**src/rtl/fragment_pack_pkg.sv**
```systemverilog
`default_nettype none
// ============================================================================
// fragment_pack_pkg: shared lane/keep types and helpers for the fragment packer
// Revision: 1.0
// ============================================================================
package fragment_pack_pkg;

    localparam int FW        = 32;
    localparam int LANES     = 4;
    localparam int CNT_W     = (LANES > 1) ? $clog2(LANES) : 1;
    localparam int MAX_LANES = 32;

    typedef logic [CNT_W-1:0] lane_cnt_t;
    typedef logic [LANES-1:0] keep_t;

    // Contiguous lane mask covering lanes [0, n); saturates at MAX_LANES.
    function automatic logic [MAX_LANES-1:0] keep_from_cnt(input int unsigned n);
        if (n >= MAX_LANES)
            return '1;
        return (MAX_LANES'(1) << n) - MAX_LANES'(1);
    endfunction

endpackage
`default_nettype wire

```
**src/rtl/lii_out_reg.sv**
```systemverilog
`default_nettype none
// ============================================================================
// lii_out_reg: single-entry AXI-S output register with load/hold semantics
// Revision: 1.0
// ============================================================================
module lii_out_reg #(
    parameter int PW    = 128,
    parameter int LANES = 4
) (
    input  logic             clk,
    input  logic             arstn,
    input  logic             i_load,
    input  logic [PW-1:0]    i_data,
    input  logic [LANES-1:0] i_keep,
    input  logic [7:0]       i_src,
    input  logic [7:0]       i_dst,
    input  logic             i_ready,
    output logic             o_valid,
    output logic [PW-1:0]    o_data,
    output logic [LANES-1:0] o_keep,
    output logic [7:0]       o_src,
    output logic [7:0]       o_dst
);

    logic             r_valid;
    logic [PW-1:0]    r_data;
    logic [LANES-1:0] r_keep;
    logic [7:0]       r_src;
    logic [7:0]       r_dst;

    // The packer only asserts i_load when the register is free, so a held
    // beat is never overwritten.
    always_ff @(posedge clk or negedge arstn) begin
        if (!arstn) begin
            r_valid <= 1'b0;
            r_data  <= '0;
            r_keep  <= '0;
            r_src   <= '0;
            r_dst   <= '0;
        end else if (i_load) begin
            r_valid <= 1'b1;
            r_data  <= i_data;
            r_keep  <= i_keep;
            r_src   <= i_src;
            r_dst   <= i_dst;
        end else if (i_ready) begin
            r_valid <= 1'b0;
        end
    end

    assign o_valid = r_valid;
    assign o_data  = r_data;
    assign o_keep  = r_keep;
    assign o_src   = r_src;
    assign o_dst   = r_dst;

endmodule
`default_nettype wire

```
**src/rtl/fragment_lane_packer.sv**
```systemverilog
`default_nettype none
// ============================================================================
// fragment_lane_packer: packs one-fragment LII beats into PW/FW-lane beats
// Revision: 1.0
// ============================================================================
module fragment_lane_packer #(
    parameter int PW      = 128,
    parameter int FW      = fragment_pack_pkg::FW,
    parameter int LANES   = PW / FW,
    parameter int TIMEOUT = 16
) (
    input  logic             aclk,
    input  logic             arstn,
    input  logic [PW-1:0]    lii_in_p0_tdata,
    input  logic             lii_in_p0_tvalid,
    output logic             lii_in_p0_tready,
    input  logic [7:0]       lii_in_p0_src,
    input  logic [7:0]       lii_in_p0_dst,
    output logic [PW-1:0]    lii_out_p0_tdata,
    output logic [LANES-1:0] lii_out_p0_tkeep,
    output logic             lii_out_p0_tvalid,
    input  logic             lii_out_p0_tready,
    output logic [7:0]       lii_out_p0_src,
    output logic [7:0]       lii_out_p0_dst
);

    import fragment_pack_pkg::*;

    localparam int CNT_W  = (LANES > 1) ? $clog2(LANES) : 1;
    localparam int IDLE_W = $clog2(TIMEOUT + 1);

    localparam logic [CNT_W-1:0]  c_last_lane = CNT_W'(LANES - 1);
    localparam logic [IDLE_W-1:0] c_timeout   = IDLE_W'(TIMEOUT);

    logic [LANES-1:0][FW-1:0] r_acc;
    logic [CNT_W-1:0]         r_cnt;
    logic [IDLE_W-1:0]        r_idle;
    logic [7:0]               r_src;
    logic [7:0]               r_dst;

    logic                     w_out_free;
    logic                     w_mismatch;
    logic                     w_last;
    logic                     w_in_ready;
    logic                     w_accept;
    logic                     w_fill;
    logic                     w_flush;
    logic                     w_load;
    logic [LANES-1:0][FW-1:0] w_fill_word;
    logic [LANES-1:0][FW-1:0] w_ld_word;
    logic [LANES-1:0]         w_ld_keep;
    logic [7:0]               w_ld_src;
    logic [7:0]               w_ld_dst;
    logic [FW-1:0]            w_frag;

    assign w_frag = lii_in_p0_tdata[FW-1:0];

    generate
        if (PW > FW) begin : g_unused_upper
            logic w_unused_upper;
            assign w_unused_upper = ^lii_in_p0_tdata[PW-1:FW];
        end
    endgenerate

    assign w_out_free = !lii_out_p0_tvalid || lii_out_p0_tready;
    assign w_last     = (r_cnt == c_last_lane);
    assign w_mismatch = lii_in_p0_tvalid && (r_cnt != '0) &&
                        ((lii_in_p0_src != r_src) || (lii_in_p0_dst != r_dst));

    // arstn gates ready so nothing is accepted while reset is held.
    assign w_in_ready = arstn && !w_mismatch && (!w_last || w_out_free);
    assign w_accept   = lii_in_p0_tvalid && w_in_ready;
    assign w_fill     = w_accept && w_last;

    // Accept outranks both flush sources; mismatch and timeout flush the same word.
    assign w_flush = !w_accept && w_out_free && (r_cnt != '0) &&
                     (w_mismatch || (r_idle == c_timeout));
    assign w_load  = w_fill || w_flush;

    always_comb begin
        w_fill_word        = r_acc;
        w_fill_word[r_cnt] = w_frag;
    end

    assign w_ld_word = w_fill ? w_fill_word : r_acc;
    assign w_ld_keep = w_fill ? {LANES{1'b1}} : LANES'(keep_from_cnt(32'(r_cnt)));
    assign w_ld_src  = (w_fill && (r_cnt == '0)) ? lii_in_p0_src : r_src;
    assign w_ld_dst  = (w_fill && (r_cnt == '0)) ? lii_in_p0_dst : r_dst;

    always_ff @(posedge aclk or negedge arstn) begin
        if (!arstn) begin
            r_acc  <= '0;
            r_cnt  <= '0;
            r_idle <= '0;
            r_src  <= '0;
            r_dst  <= '0;
        end else begin
            // Clearing on emission keeps unused lanes of the next partial word zero.
            if (w_load) begin
                r_acc <= '0;
                r_cnt <= '0;
            end else if (w_accept) begin
                r_acc[r_cnt] <= w_frag;
                r_cnt        <= r_cnt + 1'b1;
                if (r_cnt == '0) begin
                    r_src <= lii_in_p0_src;
                    r_dst <= lii_in_p0_dst;
                end
            end

            if (w_accept || w_load || (r_cnt == '0))
                r_idle <= '0;
            else if (r_idle != c_timeout)
                r_idle <= r_idle + 1'b1;
        end
    end

    lii_out_reg #(
        .PW    (PW),
        .LANES (LANES)
    ) u_out_reg (
        .clk     (aclk),
        .arstn   (arstn),
        .i_load  (w_load),
        .i_data  (w_ld_word),
        .i_keep  (w_ld_keep),
        .i_src   (w_ld_src),
        .i_dst   (w_ld_dst),
        .i_ready (lii_out_p0_tready),
        .o_valid (lii_out_p0_tvalid),
        .o_data  (lii_out_p0_tdata),
        .o_keep  (lii_out_p0_tkeep),
        .o_src   (lii_out_p0_src),
        .o_dst   (lii_out_p0_dst)
    );

    assign lii_in_p0_tready = w_in_ready;

endmodule
`default_nettype wire

```
**config.mk**
```make
export PLATFORM = sky130hd
export DESIGN_NAME = fragment_lane_packer
export DESIGN_NICKNAME = d
export VERILOG_FILES = /design/src/rtl/fragment_pack_pkg.sv /design/src/rtl/lii_out_reg.sv /design/src/rtl/fragment_lane_packer.sv
export SDC_FILE = /design/constraint.sdc
export NUM_CORES = 1
export LEC_CHECK = 0
export CAP_MARGIN = 20
export CORE_MARGIN = 8
export CORE_UTILIZATION = 53
export CTS_BUF_LIST = sky130_fd_sc_hd__clkbuf_4 sky130_fd_sc_hd__clkbuf_8 sky130_fd_sc_hd__clkbuf_16
export DETAILED_ROUTE_END_ITERATION = 10
export PLACE_DENSITY = 0.94
export SLEW_MARGIN = 20
export SYNTH_ARGS = -nofsm -noshare
export SYNTH_HDL_FRONTEND = slang
export SYNTH_SLANG_ARGS = --single-unit
```
**constraint.sdc**
```tcl
create_clock -name aclk -period 6.9 [get_ports aclk]
set_clock_uncertainty 0.05 [all_clocks]
set_input_delay 1.38 -clock aclk [delete_from_list [all_inputs] [get_ports aclk]]
set_output_delay 1.38 -clock aclk [all_outputs]
set_load 0.005 [all_outputs]
```
==> key figures <==
Placed design
  – Placed wire-length estimate: 21.0 mm
  – PortBufs: 201
  – Pre-CTS setup slack: 1.68 ns
  – GP Congestion: ~0.8

Power
  – Part of the power in the clock network: a little over a quarter
  – Leakage: 7.27 nW
  – Sw Ratio: 31.1%
  – Combinational power share: 31.6%
  – NetSw: 0.00199 W
  – Cell internal pwr: 0.00441 W
  – Peak VDD IR: 0.290 mV
  – P per Cell Area: 416 nW/um^2
  – Share of power burned in registers: 41.7%

Yosys
  – Synth warnings: 0
  – Post-synth EDFFs: 0
  – Synthesized Nets: 1111
  – Synth Flop Type: dfrtp_1
  – Syn Area/Cell: 12.7 sq um
  – Part of the Yosys area used for sequential elements: about 62%
  – Async S/R FF share, synth: 100%
  – Seq cells post-synth: 300
  – Post-Syn Instances: between 900 and 1000
  – Synthesized area: about 12000 sq um
  – Yosys cell types: 35

Worst setup path
  – Slowest stage delay, CP: around 0.57 ns
  – Critical path arrival: around 3.7 ns
  – Crit Path Category: input port to primary output
  – CP max stage cell: nor4_1
  – CP cell instances: clkdlybuf4s50_1, xor2_1, nor4_1, a41oi_1, a21oi_1, clkdlybuf4s50_1
  – CP dominant cell by count: clkdlybuf4s50_1
  – Worst Setup End Kind: primary output
  – Worst-path maximum fanout: 3
  – Critical Path RT: between 5 and 6 ns
  – CP Launch Type: input port

Flow run
  – Max-cap viol count: 0

Global route
  – Largest net degree at the start of global routing: 102
  – Gr ovfl total: 0
  – GRT Total Usage: 23.9%
  – Initial antenna violation count: 1
  – Global-route wire length before repair: roughly 54 mm
  – Via count of the first global-routing pass: between 9000 and 10000

Detailed routing
  – DRT antenna net count: 0
  – First-pass DRT Iterations: 5
  – DR iter-0 viols: 856
  – DRC: 0
  – Via/cell ratio: between 6 and 7
  – Routed wire length: 33.8 mm
  – WL per Instance: 23.5 um
  – Vias: 8915

Clock tree
  – Clock slew at reported path FFs: 0.06 ns
  – Root Buffer: clkbuf_16
  – Post-CTS resize count: 0
  – CTS max path bufs: 3
  – Htree depth: 1
  – CTS tree: done
  – Worst-Skew Late Latency: 0.56 ns
  – CTS buffer count: 30
  – Setup Buffers After CTS: 0
  – Clk sinks: 300
  – CTS Hold Bufs: 0

Timing
  – Max Fclk: about 0.19 GHz
  – Setup TNS: 0 ns
  – Slew Limit Fails: 0
  – Period utilization: 74.9%
  – Slew Limit Headroom: 22.6%
  – RSZ-0062 raised after global routing: no
  – Final setup viols: 0
  – Worst slew pin tran: 1.16 ns
  – Fin. Hold Viols: 0
  – Final min period: 5.17 ns
  – Final worst slack: approximately 1.7 ns

Die
  – Number of top-level pins: between 200 and 300
  – Die area: roughly 28000 sq um
  – Horiz. Die Dim: about 170 um
  – Initial core utilization: between 50% and 60%
  – Die height: 167 um
  – # rows: 55
  – Core Region: 22500 sq um

Final layout
  – Syn-to-layout area delta: 27.1%
  – # nets final: 1284
  – Fraction of layout cells with a size suffix above 1: approximately an eighth

Min path
  – Hold Path Class: flop to flop

Status
  – Status: finished, final reports clean
[through the flow]
| step | power (W) | std cells | utilization [%] | hold WS, ns | instance area [sq um] |
|---|---|---|---|---|---|
| floorplan | 0.00361 | 956 | - | 0.397 | 12100 |
| global placement | 0.00458 | 1382 | 63.6 | 0.413 | 14300 |
| detailed placement | 0.00469 | 1382 | 63.6 | 0.415 | 14300 |
| CTS | 0.00643 | 1437 | 68.3 | 0.433 | 15400 |
| global route | 0.00670 | 1438 | 68.3 | 0.447 | 15400 |
| finish | 0.00640 | 1438 | 68.3 | 0.434 | 15400 |
[critical path: cells and delay by family]
kind	cells	cell delay, ns
simple gates	1	0.57
xor+xnor	1	0.18
buf+inv	2	1.02
compound gates	2	0.60
[sequential cells by signal (all words and copies together) (netlist names)]
name	cells
r_acc	128
u_out_reg.o_data	128
r_dst	8
r_src	8
u_out_reg.o_dst	8
u_out_reg.o_src	8
r_idle	5
u_out_reg.o_keep	4
r_cnt	2
u_out_reg.o_valid	1
[power groups by stage]
| stage | combinational (W) | clock (W) | sequential (W) |
|---|---|---|---|
| after floorplan | 0.00100 | 0 | 0.00261 |
| after global placement | 0.00194 | 0 | 0.00264 |
| after detailed placement | 0.00202 | 0 | 0.00268 |
| after CTS | 0.00204 | 0.00173 | 0.00266 |
| after global routing | 0.00218 | 0.00180 | 0.00272 |
| final | 0.00202 | 0.00171 | 0.00267 |
[synthesized netlist by cell type (all sizes together), types with 19 or more instances]
cell	n	area (sq um)
xor2	19	166
a22o	96	841
mux2	54	608
nor2	68	258
dfrtp	300	7510
and2	66	413
a221o	96	961
a21oi	31	155
buf	36	186
inv	69	259
clkbuf	33	124
o22ai	32	200
[metal layers]
layer | track usage [%] | routed length [um]
met1 | 29.3 | 13100
met2 | 39.8 | 16400
met3 | 6.51 | 3060
met4 | 9.28 | 1280
met5 | 0 | 0
[placed cells by master (no fill, tap or decap), types with 4 or more instances in the layout]
master	n
clkbuf_4	6
nor3_1	7
clkbuf_8	8
mux2_2	54
o22ai_1	29
nand2_1	6
clkdlybuf4s50_1	200
ha_1	7
buf_4	9
nor4_1	5
dfrtp_1	300
o21ai_4	4
a21oi_1	31
and2_1	66
nor2_1	66
a221o_1	96
clkbuf_16	30
xor2_1	19
a22o_1	96
inv_1	69
[layout make-up]
type | instances | area (sq um)
Clock inverter | 11 | 154
Multi-Input combinational cell | 518 | 4110
Clock buffer | 44 | 906
Tap cell | 285 | 357
Antenna cell | 1 | 2.50
Sequential cell | 300 | 7510
Fill cell | 1476 | 7120
Inverter | 69 | 259
Timing Repair Buffer | 210 | 2080
[logic make-up (layout without fill, tap and decap cells)]
family | count (synthesis) | count (layout) | share of synthesized area (%)
buf+inv | 138 | 334 | 4.70
flops | 300 | 300 | 62.0
fa+ha+maj | 7 | 7 | 0.724
xor+xnor | 21 | 21 | 1.52
other cells | 0 | 1 | 0
simple gates | 165 | 165 | 6.89
compound gates | 269 | 269 | 18.9
mux | 56 | 56 | 5.19
[worst paths after layout]
check,start,to,slack [ns],depth (start not counted)
worst min register to register,r_acc[99]$_DFFE_PN0P_,r_acc[99]$_DFFE_PN0P_,0.43,1
worst min-delay path,r_acc[99]$_DFFE_PN0P_,r_acc[99]$_DFFE_PN0P_,0.43,1
min in group asynchronous,arstn,r_dst[6]$_DFFE_PN0P_,0.78,1
worst max-delay path,lii_in_p0_src[2],lii_in_p0_tready,1.73,6
worst max register to register,r_dst[1]$_DFFE_PN0P_,u_out_reg.o_data[12]$_DFFE_PN0N_,3.09,6
max in group asynchronous,arstn,u_out_reg.o_data[52]$_DFFE_PN0N_,3.12,4
No activity file was read; power rests on OpenSTA's default activity.
